==> config.mk <==
export PLATFORM = sky130hd
export DESIGN_NAME = reg_dump_reader
export DESIGN_NICKNAME = d
export VERILOG_FILES = /design/src/rtl/reg_dump_reader.sv
export SDC_FILE = /design/constraint.sdc
export NUM_CORES = 1
export LEC_CHECK = 0
export BUFFER_PORTS_ARGS = -buffer_cell sky130_fd_sc_hd__buf_2
export CELL_PAD_IN_SITES_DETAIL_PLACEMENT = 1
export CELL_PAD_IN_SITES_GLOBAL_PLACEMENT = 2
export CORE_MARGIN = 4
export CORE_UTILIZATION = 29
export CTS_CLUSTER_SIZE = 30
export DETAILED_ROUTE_END_ITERATION = 12
export PLACE_DENSITY_LB_ADDON = 0.08
export SLEW_MARGIN = 0
export SYNTH_ARGS = -nofsm -noshare
export SYNTH_HDL_FRONTEND = slang
export SYNTH_SLANG_ARGS = --single-unit
==> constraint.sdc <==
create_clock -name clk -period 3.15 [get_ports clk]
set_clock_uncertainty 0.2 [all_clocks]
set_input_delay 0.1575 -clock clk [delete_from_list [all_inputs] [get_ports clk]]
set_output_delay 0.1575 -clock clk [all_outputs]
set_load 0.05 [all_outputs]
==> src/rtl/reg_dump_reader.sv <==
// Register-file dump initiator: walks a wrapping index range and streams each byte out with its address and a last flag.
// Latency: first beat one cycle after start; one beat/cycle with out_ready high. Backpressure: stalls the walk and holds the beat.
module reg_dump_reader #(
    parameter int pw = 3
) (
    input  logic          clk,
    input  logic          reset,
    input  logic          start,
    input  logic [pw-1:0] first_addr,
    input  logic [pw-1:0] last_addr,
    output logic [pw:0]   rd_addr,
    input  logic [7:0]    rd_data,
    output logic [7:0]    out_data,
    output logic [pw-1:0] out_addr,
    output logic          out_last,
    output logic          out_valid,
    input  logic          out_ready,
    output logic          busy,
    output logic          done
);

    typedef enum logic [1:0] {IDLE, RUN, DRAIN, FIN} state_t;

    state_t        state_q;
    logic [pw-1:0] cur_q;
    logic [pw-1:0] cur_d;
    logic [pw-1:0] end_q;
    logic [7:0]    out_data_q;
    logic [pw-1:0] out_addr_q;
    logic          out_last_q;
    logic          out_valid_q;
    logic          busy_q;
    logic          done_q;
    logic          out_free;

    // Index wraps naturally modulo 2**pw, which gives wrap-around ranges for free.
    assign cur_d    = cur_q + 1'b1;
    assign out_free = !out_valid_q || out_ready;
    assign rd_addr  = (state_q == RUN) ? {1'b0, cur_q} : '0;

    always_ff @(posedge clk) begin
        if (reset) begin
            state_q     <= IDLE;
            cur_q       <= '0;
            end_q       <= '0;
            out_data_q  <= '0;
            out_addr_q  <= '0;
            out_last_q  <= 1'b0;
            out_valid_q <= 1'b0;
            busy_q      <= 1'b0;
            done_q      <= 1'b0;
        end else begin
            done_q <= 1'b0;
            case (state_q)
                IDLE: begin
                    if (start) begin
                        cur_q   <= first_addr;
                        end_q   <= last_addr;
                        busy_q  <= 1'b1;
                        state_q <= RUN;
                    end
                end
                RUN: begin
                    if (out_free) begin
                        out_data_q  <= rd_data;
                        out_addr_q  <= cur_q;
                        out_last_q  <= (cur_q == end_q);
                        out_valid_q <= 1'b1;
                        if (cur_q == end_q) begin
                            state_q <= DRAIN;
                        end else begin
                            cur_q <= cur_d;
                        end
                    end
                end
                DRAIN: begin
                    if (out_valid_q && out_ready) begin
                        out_valid_q <= 1'b0;
                        out_last_q  <= 1'b0;
                        done_q      <= 1'b1;
                        state_q     <= FIN;
                    end
                end
                FIN: begin
                    busy_q  <= 1'b0;
                    state_q <= IDLE;
                end
                default: state_q <= IDLE;
            endcase
        end
    end

    assign out_data  = out_data_q;
    assign out_addr  = out_addr_q;
    assign out_last  = out_last_q;
    assign out_valid = out_valid_q;
    assign busy      = busy_q;
    assign done      = done_q;

endmodule

Yosys cells after proc, flatten, opt, wreduce, memory -nomap -nowiden:

Index checks and enable logic that the tools add are counted.

* flip-flop bits (word level): 23
* output and inout bits: 19
* logic and storage cells: 52
* input port bits: 18

* equal/unequal tests: 9
* bitwise logic cells: 1
* reductions and logical operators: 14
* $add $sub $neg: 1
* mux-type cells: 18

Operators by type and width (number)
* $mux 3: 4
* $mux 2: 4
* $ne 2x2->1 const B: 4
* $pmux 2 s4: 1
* $reduce_and 4->1: 2
* $pmux 1 s2: 3
* $pmux 3 s2: 1
* $reduce_and 2->1: 3
* $reduce_bool 2->1: 3
* $mux 1: 5
* $eq 2x2->1 const B: 2
* $add 3x1->3 const B: 1
* $eq 3x3->1: 1
* $reduce_and 3->1: 1
* $eq 2x1->1 const B: 1
* $logic_not 2->1: 1
* $ne 2x1->1 const B: 1
* $reduce_or 2->1: 1
* $logic_and 1x1->1: 1
* $logic_not 1->1: 1
* $logic_or 1x1->1: 1
* $not 1->1: 1

Logic depth before layout (Yosys ltp):

Gate-level depths: netlist of the first run.

* word-level depth: 4
* mapped depth: 7

Least setup slack after synthesis of the first run:

OpenSTA, ideal clock, no wires.

* path type: register -> register
* start point: reg out_valid_q, in the netlist out_valid
* end point: reg state_q[0]
* clock period less this slack: 1777 ps
* slack: 1373 ps
* stages on the path, launching flop included: 5
* required time: 2859 ps
* setup time: 91 ps
* path buffers: 0
* arrival time: 1486 ps
* path through: dfxtp_1 -> nor2b_1 -> o41ai_2 -> a21oi_1 -> a311oi_1

* word-level cells in the longest chain between the ends: 4
* elaborated cells between the ends (all ways): 6

RTL lines
* start: declaration: line 31 `logic out_valid_q;`
* start signal: assignment: line 49 `out_valid_q <= 1'b0;`
* start signal: assignment: line 68 `out_valid_q <= 1'b1;`
* start signal: assignment: line 78 `out_valid_q <= 1'b0;`
* $logic_not 1->1: line 38 `assign out_free = !out_valid_q || out_ready;`
* $logic_or 1x1->1: line 38
* $ne 2x2->1 (no line)
* $reduce_and 4->1 (no line) *
* end signal: assignment: line 43 `state_q <= IDLE;`
* end signal: assignment: line 60 `state_q <= RUN;`
* end signal: assignment: line 70 `state_q <= DRAIN;`
* end: declaration: line 24 `state_t state_q;`

Mark *: on every way between the ends. The rest lies on a longest branch, timed or not.
A chain may end at the register's enable or synchronous reset.

Worst setup path after layout of the first run:

* start point: reg state_q[1]
* end point: reg out_data_q[3], in the netlist out_data[3]

* word-level cells in the longest chain between the ends: 2

RTL lines
* $eq 2x1->1: line 54 `case (state_q)`
* $reduce_and 2->1 (no line)
* end signal: assignment: line 65 `out_data_q <= rd_data;`
* end: declaration: line 28 `logic [7:0] out_data_q;`

No other way between the ends.

==> results of run 1 <==
==> how the worst max path moves through the flow <==
stage / from / to / depth (start not counted)
6_report: state_q[1] / out_data[3] / 6
2_1_floorplan: out_valid / state_q[0] / 4
3_3_place_gp: state_q[1] / out_addr[1] / 6
3_5_place_dp: state_q[1] / out_data[3] / 6
4_1_cts: state_q[1] / out_data[3] / 6
5_1_grt: state_q[1] / out_data[3] / 6
==> registers in the layout, indices dropped and copies added (netlist names) <==
signal and cells:
out_last 1, end_q 3, done 1, cur_q 3, out_valid 1, busy 1
out_addr 3, state_q 2, out_data 8
==> layer usage <==
metal / track usage / wire [um] / share of wire / vias up
li1: - / - / - / 555
met1: 0.153 / 1400 / 0.46 / 492
met2: 0.231 / 1420 / 0.47 / 26
met3: 0.0275 / 132 / 0.044 / 5
met4: 0.0651 / 61 / 0.020 / 0
met5: 0 / 0 / 0 / -
==> worst register-to-register path, stage by stage (launching register included) <==
cell,delay [ps]
sky130_fd_sc_hd__dfxtp_1,330
sky130_fd_sc_hd__inv_1,90
sky130_fd_sc_hd__ha_1,460
sky130_fd_sc_hd__inv_1,210
sky130_fd_sc_hd__nor2_1,660
sky130_fd_sc_hd__nand2_1,150
sky130_fd_sc_hd__a21oi_1,150
==> synth_stat cells, types with 3 or more instances <==
master                      n  area, um^2
sky130_fd_sc_hd__a211oi_1   4        30.0
sky130_fd_sc_hd__a21o_1     3        22.5
sky130_fd_sc_hd__a21oi_1   20         100
sky130_fd_sc_hd__clkbuf_1   5        18.8
sky130_fd_sc_hd__dfxtp_1   23         460
sky130_fd_sc_hd__ha_1       5        62.6
sky130_fd_sc_hd__inv_1      9        33.8
sky130_fd_sc_hd__nand2_1   31         116
sky130_fd_sc_hd__nand3_1    5        25.0
sky130_fd_sc_hd__nor2_1    10        37.5
sky130_fd_sc_hd__o21ai_0    3        15.0
sky130_fd_sc_hd__xor2_1     3        26.3
==> where the power goes <==
group / total, mW / switching, mW / internal, mW
Clock: 0.185 / 0.0971 / 0.0884
Sequential: 0.435 / 0.0674 / 0.367
Combinational: 0.703 / 0.482 / 0.221
Total: 1.32 / 0.646 / 0.677
==> final cells by class <==
cell class	instances	area (um^2)
clock buffers	3	41.3
well taps	46	57.6
clock inverters	1	5.00
inverters	9	33.8
repair buffers	49	315
fillers	454	1990
flip-flops and latches	23	460
multi-input cells	100	568
==> cells in the final DEF (no fill, tap or decap), drive strengths merged, types with 3 or more instances in the layout <==
cell and count:
clkbuf 3, buf 35, nand2 31, a211oi 4
xor2 3, dfxtp 23, dlygate4sd3 14, a21o 3
ha 5, a21oi 20, o21ai 3, nand3 5
inv 9, nor2 10
==> repair_timing <==
action | 4_1_cts | 5_1_grt
gates resized for setup | 0 | 0
endpoints found under the hold margin | 12 | 0
hold buffers | 14 | 0
==> through the flow <==
| stage | cell area, um^2 | cells | utilization | power [mW] | hold slack (ps) |
|---|---|---|---|---|---|
| after global routing | 1480 | 231 | 0.427 | 1.43 | 56.9 |
| after CTS | 1480 | 231 | 0.427 | 1.34 | 5.75 |
| final | 1480 | 231 | 0.427 | 1.32 | 22.8 |
| after detailed placement | 1290 | 213 | 0.373 | 1.13 | 208 |
| after global placement | 1290 | 213 | 0.373 | 1.12 | 199 |
| after floorplan | 1090 | 138 | - | 0.967 | 29.6 |
==> cells by family after synthesis <==
| kind of cell | count (synthesis) |
|---|---|
| simple gates | 53 |
| compound gates | 37 |
| flops | 23 |
| buf+inv | 15 |
| fa+ha+maj | 5 |
| xor+xnor | 3 |
| other cells | 1 |
| mux | 1 |
==> summary.md, run 1 <==
| Metric | Value |
|---|---|
| Origin of the worst min-delay path | `start` |
| CP dominant cell by count | `sky130_fd_sc_hd__inv_1` |
| Detailed-route via count | `about 1100` |
| Number of enable flip-flop cells after synthesis | `0` |
| Final nets | `roughly 210` |
| Number of buffers created by CTS | `3` |
| Startpoint type of the worst setup path | `register` |
| Vias in the first global route | `roughly 1100` |
| Main combinational cell family by area after synthesis | `compound AO/OA/AOI/OAI gates` |
| GRT Overall Usage | `0.133` |
| Setup repair after global routing missed its margin | `no` |
| Mux share of post-synthesis cell area | `0.0103` |
| Longest Clk Path Bufs | `2` |
| Antenna violation net count after detailed routing | `0` |
| Depth of the worst register-to-register path | `6` |
| Place WS | `between 800 and 900 ps` |
| Net count after synthesis | `roughly 160` |
| Setup tns final | `0 ps` |
| Pwr Density | `893 mW/mm^2` |
| Hold Crit Endpoint | `end_q[2]` |
| Core footprint | `roughly 0.0035 mm^2` |
| Critical path start-end classification | `register to register` |
| Buffers plus inverters on the worst setup path | `2` |
| Crit-path leading delay family | `simple AND/OR/NAND/NOR gates` |
| Count of state elements after synthesis | `23` |
| Layout cell share with drive strength beyond 1 | `0.232` |
| Detailed-route wire length per cell | `13.0 um` |
| Critical path capture point type | `register` |
| Area of the die | `0.00480 mm^2` |
| Run status | `complete, no violations` |
| Synth cell types | `27` |
| Share of synthesized cell area in and, or, nand and nor gates | `0.205` |
| Crit Path Max Fanout | `14` |
| Pin count of the biggest net entering global routing | `24` |
| Share of the cycle needed by the critical path after routing | `0.743` |
| Leakage power summed over all cells | `0.668 nW` |
| Placer's final routability congestion estimate | `0.757` |
| Avg Synthesized Cell Area | `approximately 7.9 um^2` |
| Post-synthesis compound-gate area fraction | `0.222` |
| Worst skew pair latency | `between 200 and 300 ps` |
| Total of max-cap violations | `0` |
| Ratio of routed vias to standard cells | `4.67` |
| Length of the first detailed-routing pass in iterations | `4` |
| Transition time of the tightest slew-check pin | `780 ps` |
| Final HPWL from detailed placement | `about 2200 um` |
| TritonCTS clock tree | `built` |
| Synth async-reset ratio | `0` |
| Clock-pin slew of the registers on the worst-case setup and hold paths | `~90 ps` |
| Die span in x | `between 60 and 70 um` |
| Crit Reg-Reg Startpoint | `state_q[1]` |
| Residual overflow from global routing | `0` |
| WP data required | `between 3000 and 4000 ps` |
| Ys Warns | `0` |
| Reg-to-reg endpoint | `out_data[3]` |
| DRC violations left | `0` |
| Number of hold violations in the final report | `0` |
| CTS root buffer | `sky130_fd_sc_hd__clkbuf_8` |
| Synth Area in XOR/XNOR | `0.0241` |
| # diodes | `0` |
| Area delta synth->final | `36.1%` |
| Total standard cell area after synthesis | `0.00109 mm^2` |
| Wirelength, routed | `3010 um` |
| Height of the chip | `between 60 and 70 um` |
| Clock Sink Count | `23` |
| Iter 0 DRT Violations | `21` |
| Cell count of the worst hold path | `3` |
| Post-synthesis instance total | `between 100 and 150` |
| Quantity of I/O buffers inserted on ports | `35` |
| H-tree depth | `1` |
| Buffers inserted by post-CTS timing repair | `0` |
| I/O pin count | `37` |
| Worst-case headroom to the max-slew limit | `0.478` |
| Highest cell delay on the worst timing path | `between 600 and 700 ps` |
| Post-synthesis adder-cell area fraction | `0.0575` |
| Sequential-to-total area share from yosys stat | `0.423` |
| Number of setup violations in the final report | `0` |
| Antenna violations before repair | `0` |
| Data arrival time of the critical path | `~2300 ps` |
| FMAX | `between 400 and 500 MHz` |
| Setup slack on the worst flop-to-flop path | `around 810 ps` |
| Worst Slack Setup Final | `810 ps` |
| Worst-case vdd ir drop | `~0.28 mV` |
| Most used flip-flop cell after synthesis | `sky130_fd_sc_hd__dfxtp_1` |
| Global-route wire length before repair | `approximately 5100 um` |
| Cells along the critical path | `inv_1 -> ha_1 -> inv_1 -> nor2_1 -> nand2_1 -> a21oi_1` |
| Type of the worst min-delay path | `input pin to register` |
| Final Slew Violations | `0` |
| Site Rows | `21` |
| Crit path time final | `2340 ps` |
| Effective utilization at floorplan | `0.314` |
| CP max-delay cell | `sky130_fd_sc_hd__nor2_1` |
Note: power is estimated with default switching activity, not from simulation.
==> run 2, diff against run 1 <==
--- a/config.mk
+++ b/config.mk
@@ -5,11 +5,12 @@
 export SDC_FILE = /design/constraint.sdc
 export NUM_CORES = 1
 export LEC_CHECK = 0
+export ABC_AREA = 1
 export BUFFER_PORTS_ARGS = -buffer_cell sky130_fd_sc_hd__buf_2
 export CELL_PAD_IN_SITES_DETAIL_PLACEMENT = 1
 export CELL_PAD_IN_SITES_GLOBAL_PLACEMENT = 2
 export CORE_MARGIN = 4
-export CORE_UTILIZATION = 29
+export CORE_UTILIZATION = 23
 export CTS_CLUSTER_SIZE = 30
 export DETAILED_ROUTE_END_ITERATION = 12
 export PLACE_DENSITY_LB_ADDON = 0.08
==> constraint.sdc (replaced) <==
create_clock -name clk -period 2.1 [get_ports clk]
set_clock_uncertainty 0.2 [all_clocks]
set_input_delay 0.105 -clock clk [delete_from_list [all_inputs] [get_ports clk]]
set_output_delay 0.105 -clock clk [all_outputs]
set_load 0.05 [all_outputs]
==> run 2 against run 1 <==
Against the previous run: the flow now finishes with violations (hold timing); utilization shrank 9.2 points; routed wire length grew 7.8%; final cell count grew 9.5%; via count grew 4.7%; die area grew 24%; combinational power grew 68%; critical path type is now register to output pin; critical endpoint is now rd_addr[0].
==> summary.md, run 2 <==
| Metric | Value |
|---|---|
| Most common library cell in the layout ignoring fill and taps | `sky130_fd_sc_hd__buf_2` |
| Most used flip-flop cell after synthesis | `sky130_fd_sc_hd__dfxtp_1` |
| Worst-case vdd ir drop | `0.464 mV` |
| Clock Sink Count | `23` |
| Final Slew Violations | `0` |
| Quantity of I/O buffers inserted on ports | `35` |
| Sequential-to-total area share from yosys stat | `0.420` |
| Number of enable flip-flop cells after synthesis | `0` |
| FMAX | `between 500 and 600 MHz` |
| Site Rows | `24` |
| Crit-path leading delay family | `adder cells` |
| Longest Clk Path Bufs | `2` |
| Flip-flop count of the largest register, all copies and words added | `8` |
| Post-synthesis instance total | `152` |
| Iter 0 DRT Violations | `between 50 and 60` |
| Data arrival time of the critical path | `1610 ps` |
| Setup tns final | `0 ps` |
| Cell internal pwr | `1.04 mW` |
| Power share of the combinational group | `0.552` |
| Avg Synthesized Cell Area | `7.21 um^2` |
| Final nets | `~230` |
| I/O pin count | `37` |
| Largest area contributor in the netlist | `sky130_fd_sc_hd__dfxtp_1` |
| Portion of total power attributed to the clock network | `0.130` |
| Total of max-cap violations | `0` |
| Leading cell type by number of instances after synthesis | `sky130_fd_sc_hd__nand2_1` |
| Cells along the critical path | `inv_1 -> ha_1 -> nand2_1 -> inv_1 -> buf_2` |
| Antenna violation net count after detailed routing | `0` |
| Vias in the first global route | `1246` |
| Count of state elements after synthesis | `23` |
| Residual overflow from global routing | `0` |
| Post-route non-filler standard cell count | `around 250` |
| Global-route wire length before repair | `between 5000 and 6000 um` |
| Net count after synthesis | `approximately 180` |
| Buffers plus inverters on the worst setup path | `3` |
| Die span in x | `77.0 um` |
| Number of setup violations in the final report | `0` |
| Ys Warns | `0` |
| Final HPWL from detailed placement | `2560 um` |
| Origin of the worst min-delay path | `start` |
| Synth top area share | `0.420` |
| # diodes | `0` |
| CP dominant cell by count | `sky130_fd_sc_hd__inv_1` |
| Synth cell types | `25` |
| Hold slack | `-2.99 ps` |
| Type of the worst min-delay path | `input pin to register` |
| Pin count of the biggest net entering global routing | `16` |
| Highest cell delay on the worst timing path | `about 420 ps` |
| H-tree depth | `1` |
| Wirelength, routed | `3250 um` |
| Net Switching | `roughly 1.1 mW` |
| Share of power burned in registers | `0.318` |
| Effective utilization at floorplan | `0.245` |
| Height of the chip | `77.0 um` |
| CTS root buffer | `sky130_fd_sc_hd__clkbuf_8` |
| Core footprint | `0.00447 mm^2` |
| Count of placed standard cells including taps | `between 200 and 250` |
| Critical path capture point type | `output pin` |
| Clock-pin slew of the registers on the worst-case setup and hold paths | `90 ps` |
| Number of buffers created by CTS | `3` |
| CTS-repair resized insts | `0` |
| Synth async-reset ratio | `0` |
| Worst Slack Setup Final | `182 ps` |
| Placer's final routability congestion estimate | `approximately 0.8` |
| Ratio of routed vias to standard cells | `approximately 4.5` |
| Share of the cycle needed by the critical path after routing | `0.913` |
| Setup repair after global routing missed its margin | `no` |
| Violations in the final reports | `hold timing` |
| Worst skew pair latency | `270 ps` |
| Critical path start-end classification | `register to output pin` |
| Total standard cell area after synthesis | `~0.0011 mm^2` |
| Crit Reg-Reg Startpoint | `state_q[1]` |
| Switching power share of the total | `0.512` |
| Detailed-route via count | `roughly 1100` |
| Pwr Density | `between 1000 and 1500 mW/mm^2` |
| Length of the first detailed-routing pass in iterations | `4` |
| Number of hold violations in the final report | `1` |
| Run status | `finished, violations left` |
| GRT Overall Usage | `0.120` |
| Area delta synth->final | `36.6%` |
| Area of the die | `approximately 0.006 mm^2` |
| Total design power | `~2.1 mW` |
| Leading cell types by total area after synthesis | `sky130_fd_sc_hd__dfxtp_1 (42%), sky130_fd_sc_hd__nand2_1 (10%), sky130_fd_sc_hd__nor2_1 (9.2%)` |
| DRC violations left | `0` |
| CP max-delay cell | `sky130_fd_sc_hd__ha_1` |
| Startpoint type of the worst setup path | `register` |
| Crit Path Max Fanout | `10` |
| TritonCTS clock tree | `built` |
| Layout cell share with drive strength beyond 1 | `0.219` |
| Detailed-route wire length per cell | `12.8 um` |
| WP data required | `approximately 1800 ps` |
| Crit path time final | `1920 ps` |
| Setup crit start | `state_q[1]` |
| Leading cell types in the layout, fill and taps excluded | `sky130_fd_sc_hd__buf_2 (35), sky130_fd_sc_hd__nand2_1 (30), sky130_fd_sc_hd__nor2_1 (27)` |
| Commonest cells in the netlist | `sky130_fd_sc_hd__nand2_1 (30), sky130_fd_sc_hd__nor2_1 (27), sky130_fd_sc_hd__dfxtp_1 (23), sky130_fd_sc_hd__inv_1 (20), sky130_fd_sc_hd__o21ai_0 (14)` |
| Place WS | `between 200 and 250 ps` |
| Antenna violations before repair | `0` |
| Leakage power summed over all cells | `a little under 0.8 nW` |
| Fill count | `roughly 560` |
==> run 2: cell types whose count changed in the layout (fill, tap and decap cells not counted), sizes merged, moves of 2 or more <==
| cell | previous run | this run |
|---|---|---|
| nor2b | 2 | 0 |
| xor2 | 3 | 0 |
| or2 | 0 | 2 |
| nor2 | 10 | 27 |
| and2 | 2 | 0 |
| nand4 | 0 | 3 |
| inv | 9 | 21 |
| a21o | 3 | 0 |
| o21ai | 3 | 14 |
| a21oi | 20 | 7 |
==> run 2: final timing paths <==
| check | end | slack [ps] | cells past startpoint |
|---|---|---|---|
| setup / recovery | rd_addr[0] | 180 | 5 |
| hold / removal | busy | -3 | 3 |
| setup reg to reg | cur_q[2] | 200 | 9 |
| hold reg to reg | out_last | 280 | 2 |
==> run 2: stage by stage <==
step | util | instance area [um^2] | hold slack [ps]
6_report | 0.335 | 1500 | -2.99
5_1_grt | 0.335 | 1500 | 59.9
4_1_cts | 0.335 | 1500 | 5.97
3_5_place_dp | 0.293 | 1310 | 137
3_3_place_gp | 0.293 | 1310 | 128
2_1_floorplan | - | 1100 | 39.9
==> run 2: layout make-up <==
class                   instances  area (um^2)  share of cell area
multi-input cells             103          522               0.348
flip-flops and latches         23          460               0.307
repair buffers                 50          323               0.216
inverters                      21         81.3              0.0543
well taps                      52         65.1              0.0434
clock buffers                   3         41.3              0.0276
clock inverters                 1         5.00             0.00334
==> run 2: power by group through the flow <==
stage               Sequential [mW]  Combinational, mW  Clock, mW
floorplan                     0.994              0.589          0
global placement              0.685               1.15          0
detailed placement            0.694               1.18          0
CTS                           0.686               1.21      0.294
global route                  0.708               1.33      0.310
finish                        0.681               1.18      0.279
==> run 2: logic make-up (layout without fill, tap and decap cells) <==
| family | count (synthesis) | in the layout | synth area share |
|---|---|---|---|
| flip-flops | 23 | 23 | 0.420 |
| multiplexers | 1 | 1 | 0.00913 |
| adder cells (fa/ha/maj) | 5 | 5 | 0.0571 |
| buffers and inverters | 26 | 75 | 0.104 |
| other | 1 | 1 | 0.00342 |
| AND/OR/NAND/NOR | 69 | 69 | 0.257 |
| XOR/XNOR | 1 | 1 | 0.00799 |
| AO/OA/AOI/OAI | 26 | 26 | 0.142 |
==> run 2: repair_timing <==
item / CTS / global route
hold buffers: 14 / 0
buffers inserted: 0 / 0
hold endpoints to repair: 19 / 0
==> run 2: routing by layer <==
metal  up-vias  GRT usage  routed length (um)
li1        575          -                   -
met1       526      0.141                1470
met2        24      0.216                1590
met3         4     0.0281                 156
met4         0     0.0320                  31
met5         -          0                   0
==> run 2: worst min-delay path: stages <==
cell	delay, ps
sky130_fd_sc_hd__buf_2	110
sky130_fd_sc_hd__o21ai_0	100
sky130_fd_sc_hd__o211a_1	110
